File: config.mk
export PLATFORM = sky130hd
export DESIGN_NAME = dmem_arbiter
export DESIGN_NICKNAME = d
export VERILOG_FILES = /design/src/rtl/dmem_arbiter.sv
export SDC_FILE = /design/constraint.sdc
export NUM_CORES = 1
export LEC_CHECK = 0
export BUFFER_PORTS_ARGS = -buffer_cell sky130_fd_sc_hd__buf_2
export CAP_MARGIN = 20
export CELL_PAD_IN_SITES_DETAIL_PLACEMENT = 1
export CELL_PAD_IN_SITES_GLOBAL_PLACEMENT = 1
export CORE_MARGIN = 10
export CORE_UTILIZATION = 30
export DETAILED_ROUTE_END_ITERATION = 16
export PLACE_DENSITY = 0.85
export SLEW_MARGIN = 20
export SYNTH_ARGS = -nofsm -noshare
export SYNTH_HDL_FRONTEND = slang
export SYNTH_SLANG_ARGS = --single-unit
export TNS_END_PERCENT = 50
File: constraint.sdc
create_clock -name clk -period 3.69 [get_ports clk]
set_input_delay 0.738 -clock clk [delete_from_list [all_inputs] [get_ports clk]]
set_output_delay 0.738 -clock clk [all_outputs]
set_load 0.02 [all_outputs]
File: src/rtl/dmem_arbiter.sv
// dmem_arbiter: round-robin owner arbitration of the single-port data
// memory between the load/store unit (port 0) and DMA (port 1).
module dmem_arbiter #(
  parameter int DEPTH     = 64,
  parameter int MAX_BURST = 4
) (
  input  logic        clk,
  input  logic        rst_n,
  input  logic        req0,
  input  logic        req1,
  input  logic        we0,
  input  logic        we1,
  input  logic [31:0] addr0,
  input  logic [31:0] addr1,
  input  logic [31:0] wdata0,
  input  logic [31:0] wdata1,
  input  logic        lock0,
  input  logic        lock1,
  output logic        gnt0,
  output logic        gnt1,
  output logic        rvalid0,
  output logic        rvalid1,
  output logic [31:0] rdata0,
  output logic [31:0] rdata1,
  output logic        err0,
  output logic        err1,
  output logic        mem_WE,
  output logic [31:0] mem_A,
  output logic [31:0] mem_WD,
  input  logic [31:0] mem_RD
);

  localparam int CW = $clog2(MAX_BURST + 1);
  localparam logic [CW-1:0] MAXC = CW'(MAX_BURST);
  localparam logic [31:0] DEPTH_W = 32'(DEPTH);

  localparam logic [1:0] S_IDLE = 2'd0;
  localparam logic [1:0] S_OWN0 = 2'd1;
  localparam logic [1:0] S_OWN1 = 2'd2;

  logic [1:0]    r_state;
  logic [1:0]    w_state_nxt;
  logic          r_rr_ptr;
  logic          w_rr_nxt;
  logic [CW-1:0] r_beat_cnt;
  logic [CW-1:0] w_cnt_nxt;
  logic [CW-1:0] w_cnt_inc;

  logic          r_rvalid0;
  logic          r_rvalid1;
  logic          r_err0;
  logic          r_err1;
  logic [31:0]   r_rdata0;
  logic [31:0]   r_rdata1;

  logic          w_gnt0;
  logic          w_gnt1;
  logic          w_beat0;
  logic          w_beat1;
  logic          w_beat;
  logic [31:0]   w_addr;
  logic [31:0]   w_wdata;
  logic          w_we;
  logic          w_in_range;
  logic          w_lock;
  logic          w_req_own;
  logic          w_req_oth;
  logic [1:0]    w_oth_state;

  assign w_gnt0 = (r_state == S_OWN0);
  assign w_gnt1 = (r_state == S_OWN1);
  assign w_beat0 = req0 & w_gnt0;
  assign w_beat1 = req1 & w_gnt1;
  assign w_beat = w_beat0 | w_beat1;

  // Owner mux: the non-owner's inputs never reach the memory
  assign w_addr = w_gnt1 ? addr1 : addr0;
  assign w_wdata = w_gnt1 ? wdata1 : wdata0;
  assign w_we = w_gnt1 ? we1 : we0;
  assign w_in_range = (w_addr < DEPTH_W);

  assign w_lock = w_gnt1 ? lock1 : lock0;
  assign w_req_own = w_gnt1 ? req1 : req0;
  assign w_req_oth = w_gnt1 ? req0 : req1;
  assign w_oth_state = w_gnt1 ? S_OWN0 : S_OWN1;

  assign mem_WE = w_beat & w_we & w_in_range;
  assign mem_A = w_beat ? w_addr : '0;
  assign mem_WD = w_beat ? w_wdata : '0;

  assign w_cnt_inc = (w_beat && r_beat_cnt != MAXC)
                   ? r_beat_cnt + 1'b1 : r_beat_cnt;

  always_comb begin
    w_state_nxt = r_state;
    w_rr_nxt = r_rr_ptr;
    w_cnt_nxt = w_cnt_inc;
    unique case (r_state)
      S_IDLE: begin
        w_cnt_nxt = '0;
        if (req0 && req1)
          w_state_nxt = r_rr_ptr ? S_OWN1 : S_OWN0;
        else if (req0)
          w_state_nxt = S_OWN0;
        else if (req1)
          w_state_nxt = S_OWN1;
      end
      S_OWN0, S_OWN1: begin
        if (!w_lock) begin
          if (!w_req_own) begin
            w_state_nxt = w_req_oth ? w_oth_state : S_IDLE;
            w_rr_nxt = ~w_gnt1;
            w_cnt_nxt = '0;
          end else if (w_cnt_inc == MAXC && w_req_oth) begin
            w_state_nxt = w_oth_state;
            w_rr_nxt = ~w_gnt1;
            w_cnt_nxt = '0;
          end
        end
      end
      default: begin
        w_state_nxt = S_IDLE;
        w_cnt_nxt = '0;
      end
    endcase
  end

  always_ff @(posedge clk or negedge rst_n) begin
    if (!rst_n) begin
      r_state <= S_IDLE;
      r_rr_ptr <= 1'b0;
      r_beat_cnt <= '0;
      r_rvalid0 <= 1'b0;
      r_rvalid1 <= 1'b0;
      r_err0 <= 1'b0;
      r_err1 <= 1'b0;
      r_rdata0 <= '0;
      r_rdata1 <= '0;
    end else begin
      r_state <= w_state_nxt;
      r_rr_ptr <= w_rr_nxt;
      r_beat_cnt <= w_cnt_nxt;
      r_rvalid0 <= w_beat0 & ~we0;
      r_rvalid1 <= w_beat1 & ~we1;
      r_err0 <= w_beat0 & ~w_in_range;
      r_err1 <= w_beat1 & ~w_in_range;
      if (w_beat0 && !we0)
        r_rdata0 <= w_in_range ? mem_RD : '0;
      if (w_beat1 && !we1)
        r_rdata1 <= w_in_range ? mem_RD : '0;
    end
  end

  assign gnt0 = w_gnt0;
  assign gnt1 = w_gnt1;
  assign rvalid0 = r_rvalid0;
  assign rvalid1 = r_rvalid1;
  assign err0 = r_err0;
  assign err1 = r_err1;
  assign rdata0 = r_rdata0;
  assign rdata1 = r_rdata1;

endmodule

Yosys cells after proc, flatten, opt, wreduce, memory -nomap -nowiden
Index checks and enable logic that the tools add are counted.

Logic and storage cells: 70. Register bits: 74. Bits of input ports: 168.

$lt $le $gt $ge: 1. Reduce and logical (&&, ||, !) cells: 11. Add/subtract/negate cells: 1. Eq/ne operators: 8. Muxes and demuxes: 26. Bitwise gates (word level): 14.

Operator list (number): 32-bit two-way mux (5); 32-bit by 7-bit less-than comparator with 1-bit output, second input constant (1); 2-bit two-way mux (9); 3-bit two-way mux (5); 1-bit AND (8); 1-bit two-way mux (6); 3-bit != test, second input constant (2); 3-bit AND reduction (2); 1-bit logical AND (5); 1-bit inverter (5); 4-bit != test, second input constant (1); 2-bit one-hot mux with 2 select lines (1); 3-bit by 1-bit adder with 3-bit output, second input constant (1); 3-bit equality test, second input constant (1); 2-bit by 1-bit equality test with 1-bit output, second input constant (1); 2-bit equality test, second input constant (1); 1-bit zero test (2); 2-bit zero test (1); 2-bit by 1-bit != test with 1-bit output, second input constant (1); 2-bit != test, second input constant (1); 2-bit OR reduction (1); 1-bit bitwise OR (1).

Logic depth before layout (Yosys ltp)
Depth in word-level cells: 11. Depth in mapped cells: 10. Mapped depth without buffers: 7.

Worst setup path before layout
Ideal clock, no wire load.

Kind: input port to output port. Start: input addr1[21]. End: output mem_WE. Required time: 2.952 ns. Cell stages on the path: 7. Data arrival time: 2.472 ns. Buffers on the path: 2. Setup slack: 0.480 ns. Cells stage by stage: or4_1 nor4_2 nand4b_1 a221o_1 buf_6 buf_6 nor3_2.

Longest elaborated chain between the ends: 3.

Ends and longest elaborated chain: from (decl) (RTL line 14) `input logic [31:0] addr1,`; 32-bit two-way mux (RTL line 77) `assign w_addr = w_gnt1 ? addr1 : addr0;`; 32-bit by 7-bit less-than comparator with 1-bit output (RTL line 80) `assign w_in_range = (w_addr < DEPTH_W);`; 1-bit AND (RTL line 87) `assign mem_WE = w_beat & w_we & w_in_range;`; to (decl) (RTL line 27) `output logic mem_WE,`.

Every way passes these cells.

Worst setup path after layout
Same ends and word-level chain as after synthesis.

==> results.yml <==
synth:
  ys_seq_elements: 74
  netlist_area_mm2: 0.00426
  yosysSeqAreaShare_pct: 43.4
  ys_warn_count: 0
  ys_types: 39
  syn_nets: 687
  synthFlopType: "dfrtp_1"
  netlist_instances: 512
  synth_enable_flop_cells: 0
  syn_avg_cell_area_um2: 8.33
  async_flop_share_pct: 100
setup_path:
  cp_cell_sequence: "buf_2, or4_1, nor4_2, nand4b_1, a221o_2, nor3_2, buf_2"
  crit_end: "mem_WE"
  crit_family: "simple AND/OR/NAND/NOR gates"
  critPathBufInv: 2
  cp_slowest_stage_delay_ns: 0.54
  r2r_end: "r_state[1]"
  critPathMaxFanout: 2
  start_kind: "input pin"
  r2r_start: "r_state[0]"
  slowest_stage: "or4_1"
  cp.arrival_ns: 2.46
  worst-path-stages: 7
  crit_path_start: "addr1[21]"
  critical_path_required_ns: 2.95
  worst-r2r-setup-slack_ns: 0.85
  worst-setup-path-type: "input pin to output port"
  endpoint_kind: "output port"
  rr_worst_depth: 8
  path_common_cell: "buf_2"
timing:
  drv_slew: 0
  grt_setup_unrepaired: "false"
  finalSetupViolCount: 0
  tightest_slew_ns: 0.964
  fin_setup_tns_ns: 0
  slew_headroom_pct: 35.7
  period_minus_slack_ns: 3.20
  finalHoldViolCount: 0
  fmax_mhz: 313
  post-route-period-util_pct: 86.6
  skew_ns: 0.00543
clock_tree:
  clk_latency_ns: 0.33
  htree_levels: 3
  cts_setup_buffers: 0
  ctsResizeCount: 0
  root_buffer: "clkbuf_16"
  cts_buffers: 9
  cts_tree: "built"
  holdBufCountCts: 0
  path_clk_slew_ns: 0.06
  clockBufferDepth: 2
  cts_sinks: 74
grt:
  grt_pass1_wl_um: 29400
  grt.overflow.total: 0
  grt_usage_pct: 18.4
  grt_start_max_net_pins: 75
  grt_antenna_before_repair: 1
  grt_pass1_vias: 5211
detailed_routing:
  drt_first_pass_iters: 4
  post-route-drc-count: 0
  ant_nets: 0
  vias: 4737
  drt_first_iter_violations: 227
  wl_per_cell_um: 19.2
  wirelength_um: 18900
  via_per_inst: 4.83
worst_hold_path:
  hp-class: "flop to flop"
floorplan:
  core-area_mm2: 0.0139
  io-pin-count: 303
  initial_core_util_pct: 30.7
  dieArea_mm2: 0.0194
  die_w_um: 139
  rows: 43
  die_h_um: 139
power_and_ir_drop:
  powerDensity_mw_per_mm2: 558
  finalPower_w: 0.00346
  p_leak_nw: 3.36
  peakVddDrop_uv: 298
placement:
  dp_hpwl_um: 15200
  gp_congestion: 0.883
  portBuffers: 302
finish:
  mostFrequentLayoutCells: "buf_2 (301), nand2_1 (136), dfrtp_1 (74)"
  syn_to_final_growth_pct: 45.6
  nets: 970
  mostFrequentLayoutCell: "buf_2"
  layout-drive-gt1-share_pct: 41.6
run:
  maxCapViolCount: 0
run_status:
  outcome: "finished, final reports clean"
-- where the power goes --
group | switching [W] | internal, W | leakage, nW
clock | 0.000352 | 0.000525 | 0.143
combinational | 0.00106 | 0.000660 | 2.19
sequential | 0.0000255 | 0.000840 | 1.03
total | 0.00144 | 0.00203 | 3.36
-- per-stage QoR --
stage / util [%] / instances / instance area (µm²) / setup slack, ns / hold WS (ns)
2_1_floorplan: - / 512 / 4260 / 0.480 / 0.442
3_3_place_gp: 42.6 / 964 / 5910 / 0.562 / 0.455
3_5_place_dp: 42.6 / 964 / 5910 / 0.505 / 0.467
4_1_cts: 44.7 / 980 / 6210 / 0.489 / 0.481
5_1_grt: 44.7 / 981 / 6210 / 0.375 / 0.501
6_report: 44.7 / 981 / 6210 / 0.493 / 0.475
-- cells in the mapped netlist (2+ instances only) --
cell | instances | area (µm²)
mux2_2 | 2 | 22.5
nand4_1 | 3 | 18.8
clkbuf_1 | 24 | 90.1
nor2b_1 | 3 | 18.8
nand2b_1 | 4 | 25.0
a21oi_1 | 3 | 15.0
o21ai_0 | 37 | 185
ha_1 | 7 | 87.6
nor4_1 | 10 | 62.6
nor3_1 | 2 | 10.0
mux2i_1 | 67 | 671
inv_1 | 7 | 26.3
buf_6 | 4 | 45.0
nor2_1 | 68 | 255
nand4b_1 | 2 | 17.5
dfrtp_1 | 74 | 1850
a22o_1 | 2 | 17.5
o21ai_1 | 29 | 145
buf_1 | 4 | 15.0
nand2_1 | 136 | 510
buf_2 | 5 | 25.0
or2_2 | 2 | 12.5
-- worst min path at each step --
stage               start    endpoint  slack [ns]  depth (start not counted)
2_1_floorplan       rst_n        err0        0.44                          0
3_3_place_gp   rdata1[26]  rdata1[26]        0.46                          2
3_5_place_dp   rdata1[29]  rdata1[29]        0.47                          2
4_1_cts        rdata1[29]  rdata1[29]        0.48                          2
5_1_grt         rdata0[6]   rdata0[6]        0.50                          2
6_report       rdata1[29]  rdata1[29]        0.47                          2
-- cell type report --
cell class	count	area (µm²)
multi-input combinational	394	2230
clock inverter	6	65.1
tap	180	225
sequential	74	1850
antenna	1	2.50
timing repair buffer	309	1580
fill	1818	7670
clock buffer	10	229
inverter	7	26.3
-- registers in the layout, summed over array words and instances, names as in the netlist --
register / cells
rdata0: 32
rdata1: 32
r_beat_cnt: 3
r_state: 2
err0: 1
err1: 1
r_rr_ptr: 1
rvalid0: 1
rvalid1: 1
-- cells by family after synthesis --
| family | after synthesis | synth area share, % |
|---|---|---|
| DFF | 74 | 43.4 |
| muxes | 69 | 16.3 |
| and+or+nand+nor | 238 | 23.3 |
| buffers and inverters | 44 | 4.72 |
| xor gates and xnor gates | 1 | 0.205 |
| AOI/OAI and AO/OA | 79 | 10.0 |
| adders and majority gates | 7 | 2.05 |
-- worst register-to-register path: cells and delay by family, from the launching register on --
kind / cells / cell delay (ns)
buf+inv: 2 / 0.71
fa+ha+maj: 1 / 0.36
flops: 1 / 0.41
compound gates: 1 / 0.27
simple gates: 2 / 0.41
mux: 2 / 0.56
-- routing by layer --
layer / global-route usage [%] / wire, µm / vias to the layer above / share of wire, %
li1: - / - / 2277 / -
met1: 20.3 / 7350 / 2288 / 39
met2: 32.9 / 9840 / 153 / 52
met3: 6.46 / 1380 / 19 / 7.3
met4: 4.50 / 308 / 0 / 1.6
met5: 0 / 0 / - / 0
Note: power is estimated with default switching activity, not from simulation.
